`config.mk`:
```
export PLATFORM = sky130hd
export DESIGN_NAME = wb_sequencer_flat
export DESIGN_NICKNAME = d
export VERILOG_FILES = /design/src/rtl/wb_sequencer_if.sv /design/src/rtl/wb_sequencer.sv /design/src/flat_wrapper.sv
export SDC_FILE = /design/constraint.sdc
export NUM_CORES = 1
export LEC_CHECK = 0
export BUFFER_PORTS_ARGS = -buffer_cell sky130_fd_sc_hd__buf_2
export CAP_MARGIN = 20
export CORE_MARGIN = 2
export CORE_UTILIZATION = 54
export CTS_BUF_LIST = sky130_fd_sc_hd__clkbuf_4 sky130_fd_sc_hd__clkbuf_8
export CTS_CLUSTER_DIAMETER = 60
export CTS_CLUSTER_SIZE = 30
export DETAILED_ROUTE_END_ITERATION = 10
export PLACE_DENSITY = 0.9
export RECOVER_POWER = 50
export SYNTH_ARGS = -nofsm -noshare
export SYNTH_HDL_FRONTEND = slang
export SYNTH_SLANG_ARGS = --single-unit
```
`constraint.sdc`:
```
create_clock -name clk -period 2.7 [get_ports clk]
set_input_delay 0.135 -clock clk [delete_from_list [all_inputs] [get_ports clk]]
set_output_delay 0.135 -clock clk [all_outputs]
set_load 0.02 [all_outputs]
```
`src/rtl/wb_sequencer_if.sv`:
```
// Bundle of producer, scoreboard and register-file write signals around wb_sequencer.
// master is the sequencer's own view (it masters the write port); slave is the surrounding pipeline.
interface wb_sequencer_if #(
    parameter int N     = 32,
    parameter int DEPTH = 4
);
    localparam int CW = $clog2(DEPTH) + 1;

    // valid/ready: a result transfers at a posedge where valid && ready are both 1;
    // while valid && !ready the producer holds rd/data unchanged.
    logic          alu_valid;
    logic [4:0]    alu_rd;
    logic [N-1:0]  alu_data;
    logic          alu_ready;
    logic          mem_valid;
    logic [4:0]    mem_rd;
    logic [N-1:0]  mem_data;
    logic          mem_ready;
    logic          issue_valid;
    logic [4:0]    issue_rd;
    logic [4:0]    a3;
    logic [N-1:0]  wd3;
    logic          we;
    logic [31:0]   busy;
    logic [CW-1:0] count;

    modport master (
        input  alu_valid, alu_rd, alu_data, mem_valid, mem_rd, mem_data,
        input  issue_valid, issue_rd,
        output alu_ready, mem_ready, a3, wd3, we, busy, count
    );

    modport slave (
        output alu_valid, alu_rd, alu_data, mem_valid, mem_rd, mem_data,
        output issue_valid, issue_rd,
        input  alu_ready, mem_ready, a3, wd3, we, busy, count
    );
endinterface

```
`src/rtl/wb_sequencer.sv`:
```
// Write-back sequencer: in-order queue from ALU and load unit into the single register-file
// write port, plus a busy scoreboard of outstanding load destinations.
module wb_sequencer #(
    parameter int N     = 32,
    parameter int DEPTH = 4
) (
    input logic           clk,
    input logic           rst_n,
    wb_sequencer_if.master bus
);
    localparam int PW = $clog2(DEPTH);
    localparam int CW = PW + 1;
    localparam logic [CW-1:0] FULL   = CW'(DEPTH);
    localparam logic [CW-1:0] ALMOST = CW'(DEPTH - 1);

    logic [4:0]       rd_q   [DEPTH];
    logic [N-1:0]     data_q [DEPTH];
    logic [DEPTH-1:0] src_q;
    logic [PW-1:0]    wr_ptr;
    logic [PW-1:0]    rd_ptr;
    logic [CW-1:0]    count_r;
    logic             we_r;
    logic [4:0]       a3_r;
    logic [N-1:0]     wd3_r;
    logic [31:0]      busy_r;

    logic             mem_push;
    logic             alu_push;
    logic             pop;
    logic [PW-1:0]    alu_slot;
    logic [CW-1:0]    count_next;
    logic [31:0]      busy_next;

    // Readies ignore a same-cycle pop; the ALU only gets the last slot when the load unit is idle.
    assign bus.mem_ready = !rst_n || (count_r < FULL);
    assign bus.alu_ready = !rst_n || (count_r < ALMOST) ||
                           ((count_r == ALMOST) && !bus.mem_valid);

    assign bus.we    = we_r;
    assign bus.a3    = a3_r;
    assign bus.wd3   = wd3_r;
    assign bus.busy  = busy_r;
    assign bus.count = count_r;

    // x0 writes complete the handshake but never occupy a slot.
    assign mem_push = bus.mem_valid && bus.mem_ready && (bus.mem_rd != 5'd0);
    assign alu_push = bus.alu_valid && bus.alu_ready && (bus.alu_rd != 5'd0);
    assign pop      = (count_r != '0);
    assign alu_slot = mem_push ? wr_ptr + PW'(1) : wr_ptr;

    always_comb begin
        count_next = count_r + CW'(mem_push) + CW'(alu_push) - CW'(pop);
    end

    always_comb begin
        busy_next = busy_r;
        if (pop && src_q[rd_ptr]) begin
            busy_next[rd_q[rd_ptr]] = 1'b0;
        end
        if (bus.issue_valid && (bus.issue_rd != 5'd0)) begin
            busy_next[bus.issue_rd] = 1'b1;
        end
        busy_next[0] = 1'b0;
    end

    always_ff @(posedge clk) begin
        if (!rst_n) begin
            wr_ptr  <= '0;
            rd_ptr  <= '0;
            count_r <= '0;
            we_r    <= 1'b0;
            a3_r    <= 5'd0;
            wd3_r   <= '0;
            busy_r  <= '0;
        end else begin
            if (mem_push) begin
                rd_q[wr_ptr]   <= bus.mem_rd;
                data_q[wr_ptr] <= bus.mem_data;
                src_q[wr_ptr]  <= 1'b1;
            end
            if (alu_push) begin
                rd_q[alu_slot]   <= bus.alu_rd;
                data_q[alu_slot] <= bus.alu_data;
                src_q[alu_slot]  <= 1'b0;
            end
            wr_ptr  <= wr_ptr + PW'(mem_push) + PW'(alu_push);
            rd_ptr  <= rd_ptr + PW'(pop);
            count_r <= count_next;
            we_r    <= pop;
            if (pop) begin
                a3_r  <= rd_q[rd_ptr];
                wd3_r <= data_q[rd_ptr];
            end
            busy_r <= busy_next;
        end
    end
endmodule

```
`src/flat_wrapper.sv`:
```
// flat-port wrapper written by rule: the top's interface ports become plain ports
module wb_sequencer_flat 
#(
    parameter int N     = 32,
    parameter int DEPTH = 4
)
  (clk, rst_n, bus_alu_valid, bus_alu_rd, bus_alu_data, bus_mem_valid, bus_mem_rd, bus_mem_data, bus_issue_valid, bus_issue_rd, bus_alu_ready, bus_mem_ready, bus_a3, bus_wd3, bus_we, bus_busy, bus_count);
  wb_sequencer_if #(.N(N), .DEPTH(DEPTH)) bus_i ();
  input logic clk;
  input logic rst_n;
  input wire logic [$bits(bus_i.alu_valid)-1:0] bus_alu_valid;
  input wire logic [$bits(bus_i.alu_rd)-1:0] bus_alu_rd;
  input wire logic [$bits(bus_i.alu_data)-1:0] bus_alu_data;
  input wire logic [$bits(bus_i.mem_valid)-1:0] bus_mem_valid;
  input wire logic [$bits(bus_i.mem_rd)-1:0] bus_mem_rd;
  input wire logic [$bits(bus_i.mem_data)-1:0] bus_mem_data;
  input wire logic [$bits(bus_i.issue_valid)-1:0] bus_issue_valid;
  input wire logic [$bits(bus_i.issue_rd)-1:0] bus_issue_rd;
  output wire logic [$bits(bus_i.alu_ready)-1:0] bus_alu_ready;
  output wire logic [$bits(bus_i.mem_ready)-1:0] bus_mem_ready;
  output wire logic [$bits(bus_i.a3)-1:0] bus_a3;
  output wire logic [$bits(bus_i.wd3)-1:0] bus_wd3;
  output wire logic [$bits(bus_i.we)-1:0] bus_we;
  output wire logic [$bits(bus_i.busy)-1:0] bus_busy;
  output wire logic [$bits(bus_i.count)-1:0] bus_count;
  assign bus_i.alu_valid = bus_alu_valid;
  assign bus_i.alu_rd = bus_alu_rd;
  assign bus_i.alu_data = bus_alu_data;
  assign bus_i.mem_valid = bus_mem_valid;
  assign bus_i.mem_rd = bus_mem_rd;
  assign bus_i.mem_data = bus_mem_data;
  assign bus_i.issue_valid = bus_issue_valid;
  assign bus_i.issue_rd = bus_issue_rd;
  assign bus_alu_ready = bus_i.alu_ready;
  assign bus_mem_ready = bus_i.mem_ready;
  assign bus_a3 = bus_i.a3;
  assign bus_wd3 = bus_i.wd3;
  assign bus_we = bus_i.we;
  assign bus_busy = bus_i.busy;
  assign bus_count = bus_i.count;
  wb_sequencer #(.N(N), .DEPTH(DEPTH)) u_core (.clk(clk), .rst_n(rst_n), .bus(bus_i));
endmodule
```
==> impl_results.md <==
* Status: complete, no violations
* Sum Neg Setup Slack at 0 ns
* Max Slew Vio Count at 0
* Critical path class: flip-flop to flip-flop
* Routed wire length at 25.8 mm
* Endpoint type of the worst setup path: flip-flop
* Post-synth EDFFs at 152
* Row count at 51
* Final setup skew at roughly 0.027 ns
* Ys async rst share at 0%
* CTS tree: done
* Final min period at 2.61 ns
* Placement Setup Slack at approximately 0.095 ns
* DIE AREA at around 21000 um^2
* Hpwl dp at between 15 and 20 mm
* Routability cong. at approximately 0.86
* Leakage at 4.74 nW
* Post-Syn Area per Cell at 14.5 um^2
* Synth warn at 0
* CTS Root Cell: clkbuf_8
* Die X-Extent at 146 um
* Hold WC Path Type: primary input to flip-flop
* Initial antenna violation count at 1
* Initial core utilization at 55.4%
* Largest net degree at the start of global routing at 63
* Core ar. at 19600 um^2
* First-pass DRT Iterations at 7
* Vias at a little over 7000
* WL per Instance at 20.3 um
* Fmax at 383 MHz
* Maxcap violations at 0
* Vias in the first global route at 7544
* Startpoint types: flip-flop
* Worst endpoint required time at about 3.0 ns
* Gr usage total at 24.3%
* Share of cells above drive strength 1 at 33.8%
* Synth unique cells at 47
* Final Hold Fails at 0
* Arrival time at the worst endpoint at 2.92 ns
* Die height at 146 um
* PwrDens at 818 nW/um^2
* Post-synthesis sequential area ratio at roughly 56%
* Max FO, Critical Path at 14
* Mapped Cells at 748
* Final setup fails at 0
* Worst-path clk slew at 0.14 ns
* IO Count at 159
* R2r worst-path depth at 8
* Max-slew headroom at 30.7%
* CTS Buf Count at 17
* Final-stage net count at ~1100
* Skew-Pair Late Insertion Delay at between 0.5 and 0.6 ns
* Area Overhead vs Synth at 21.2%
* DRC errors left at 0
* Syn nets at 842
* CTS H-tree lvls at 1
* Post-synth top area cell: edfxtp_1
* Final ANT Viol Nets at 0
* First-pass GRT wire length at 40.9 mm
* Synth area leaders: edfxtp_1, dfxtp_1, mux2_2
* Slew @ Worst Pin at 1.04 ns
* Setup WS post-layout at 0.0888 ns
* Fin crit share at 96.7%
* Hold Crit Depth at 3
* Sink Count at 228
* Grt ovf at 0
* Max clock buf depth at 3
* Max VDD drop at 0.548 mV
* RSZ-0062 raised after global routing: false
* Initial drt markers at 519
* Post-Syn Area at ~11000 um^2
* Port Buf Inserts at 157
* Post-synthesis register bit count at 228
* Ys flop type: edfxtp_1
* Yosys top cell area share at 42.1%
* Routed vias/inst at 5.65
-- worst max-delay path, cell delays in order (launching register included) --
cell	delay, ns
dfxtp_1	0.45
inv_1	0.09
ha_1	0.38
nand2_1	0.11
mux2i_4	0.16
nand3_2	0.12
buf_6	0.21
mux2_2	0.28
dlygate4sd3_1	0.56
-- cells in the final DEF (no fill, tap or decap), types with 5 or more instances in the layout --
master | netlist | routed
nor2b_1 | 10 | 10
ha_1 | 7 | 7
nand3_1 | 5 | 5
mux2_2 | 89 | 88
dlygate4sd3_1 | 0 | 81
nand2_1 | 101 | 100
a21oi_1 | 6 | 6
and2_1 | 8 | 7
clkbuf_8 | 0 | 17
o211ai_1 | 16 | 16
mux2_4 | 58 | 56
nor2_1 | 5 | 5
buf_2 | 9 | 83
clkbuf_1 | 22 | 78
dfxtp_1 | 76 | 74
buf_12 | 0 | 7
a32o_1 | 11 | 11
mux2_1 | 2 | 5
a21boi_0 | 37 | 37
nor3_1 | 6 | 5
mux4_2 | 38 | 38
edfxtp_1 | 152 | 152
inv_1 | 14 | 13
o21ai_0 | 16 | 16
buf_4 | 1 | 16
-- synth_stat cells, drive strengths merged, types with 4 or more instances --
cell    number
or3          4
edfxtp     152
clkbuf      22
a21boi      37
dfxtp       76
o21ai       18
and2         8
a32o        11
o211ai      16
mux4        38
a21oi        7
nor2         5
ha           7
inv         14
buf         25
mux2       149
nor3b        4
nand2      101
nand3        6
nand3b       4
nor3         6
nor2b       10
-- cell type report --
cell class,count,area [um^2]
clock inverters,12,165
multi-input cells,459,4440
diodes,1,2.50
flip-flops and latches,228,6090
fillers,1361,6440
repair buffers,273,1830
clock buffers,17,234
inverters,14,52.6
well taps,265,332
-- final timing paths --
path                      from             endpoint  slack, ns
max           u_core.wr_ptr[0]  u_core.data_q[2][9]       0.09
min            bus_issue_rd[3]  u_core.bus.busy[12]       0.03
max reg2reg   u_core.wr_ptr[0]  u_core.data_q[2][9]       0.09
min reg2reg  u_core.bus.wd3[4]    u_core.bus.wd3[4]       0.47
-- per-layer routing --
metal	global-route usage [%]	part of all wire, %	wire [um]
met1	29.4	39	9950
met2	44.2	53	13600
met3	3.86	6.2	1590
met4	8.48	2.6	665
met5	0	0	0
-- where the power goes --
group	switching [mW]	total, mW	internal (mW)
registers	0.313	4.78	4.47
clock network	1.32	2.03	0.716
logic	2.29	3.94	1.65
total	3.93	10.8	6.83
-- stage by stage --
| step | util (%) | hold WS [ns] | cells | cell area [um^2] | power, mW |
|---|---|---|---|---|---|
| final | 67.1 | 0.0325 | 1269 | 13200 | 10.8 |
| after global routing | 67.1 | 0.0547 | 1269 | 13200 | 11.3 |
| after CTS | 67.6 | 0.00237 | 1260 | 13200 | 10.8 |
| after detailed placement | 61.4 | 0.453 | 1150 | 12000 | 8.74 |
| after global placement | 61.4 | 0.447 | 1150 | 12000 | 8.61 |
| after floorplan | - | 0.247 | 748 | 10900 | 7.49 |
-- repair_timing --
| action | in CTS | in global routing |
|---|---|---|
| buffers inserted | 0 | 8 |
| resized for setup | 0 | 3 |
| endpoints found under the setup margin | 0 | 5 |
| endpoints found under the hold margin | 153 | 0 |
| hold buffers | 81 | 0 |
-- cell families (layout without fill, tap and decap cells) --
group	count (synthesis)	after routing	synth area share [%]
buffers and inverters	61	316	3.08
muxes	189	189	25.8
and+or+nand+nor	157	157	6.70
adders and majority gates	10	10	1.36
xor gates and xnor gates	4	4	0.392
DFF	228	228	56.1
AOI/OAI and AO/OA	98	98	6.59
other	1	2	0.0346
-- state kept, by name (all words and copies together) (netlist names) --
signal            cells
u_core.data_q       128
u_core.bus.wd3       32
u_core.bus.busy      31
u_core.rd_q          20
u_core.bus.a3         5
u_core.src_q          4
u_core.bus.count      3
u_core.rd_ptr         2
u_core.wr_ptr         2
u_core.bus.we         1
(Power assumes the default switching activity.)
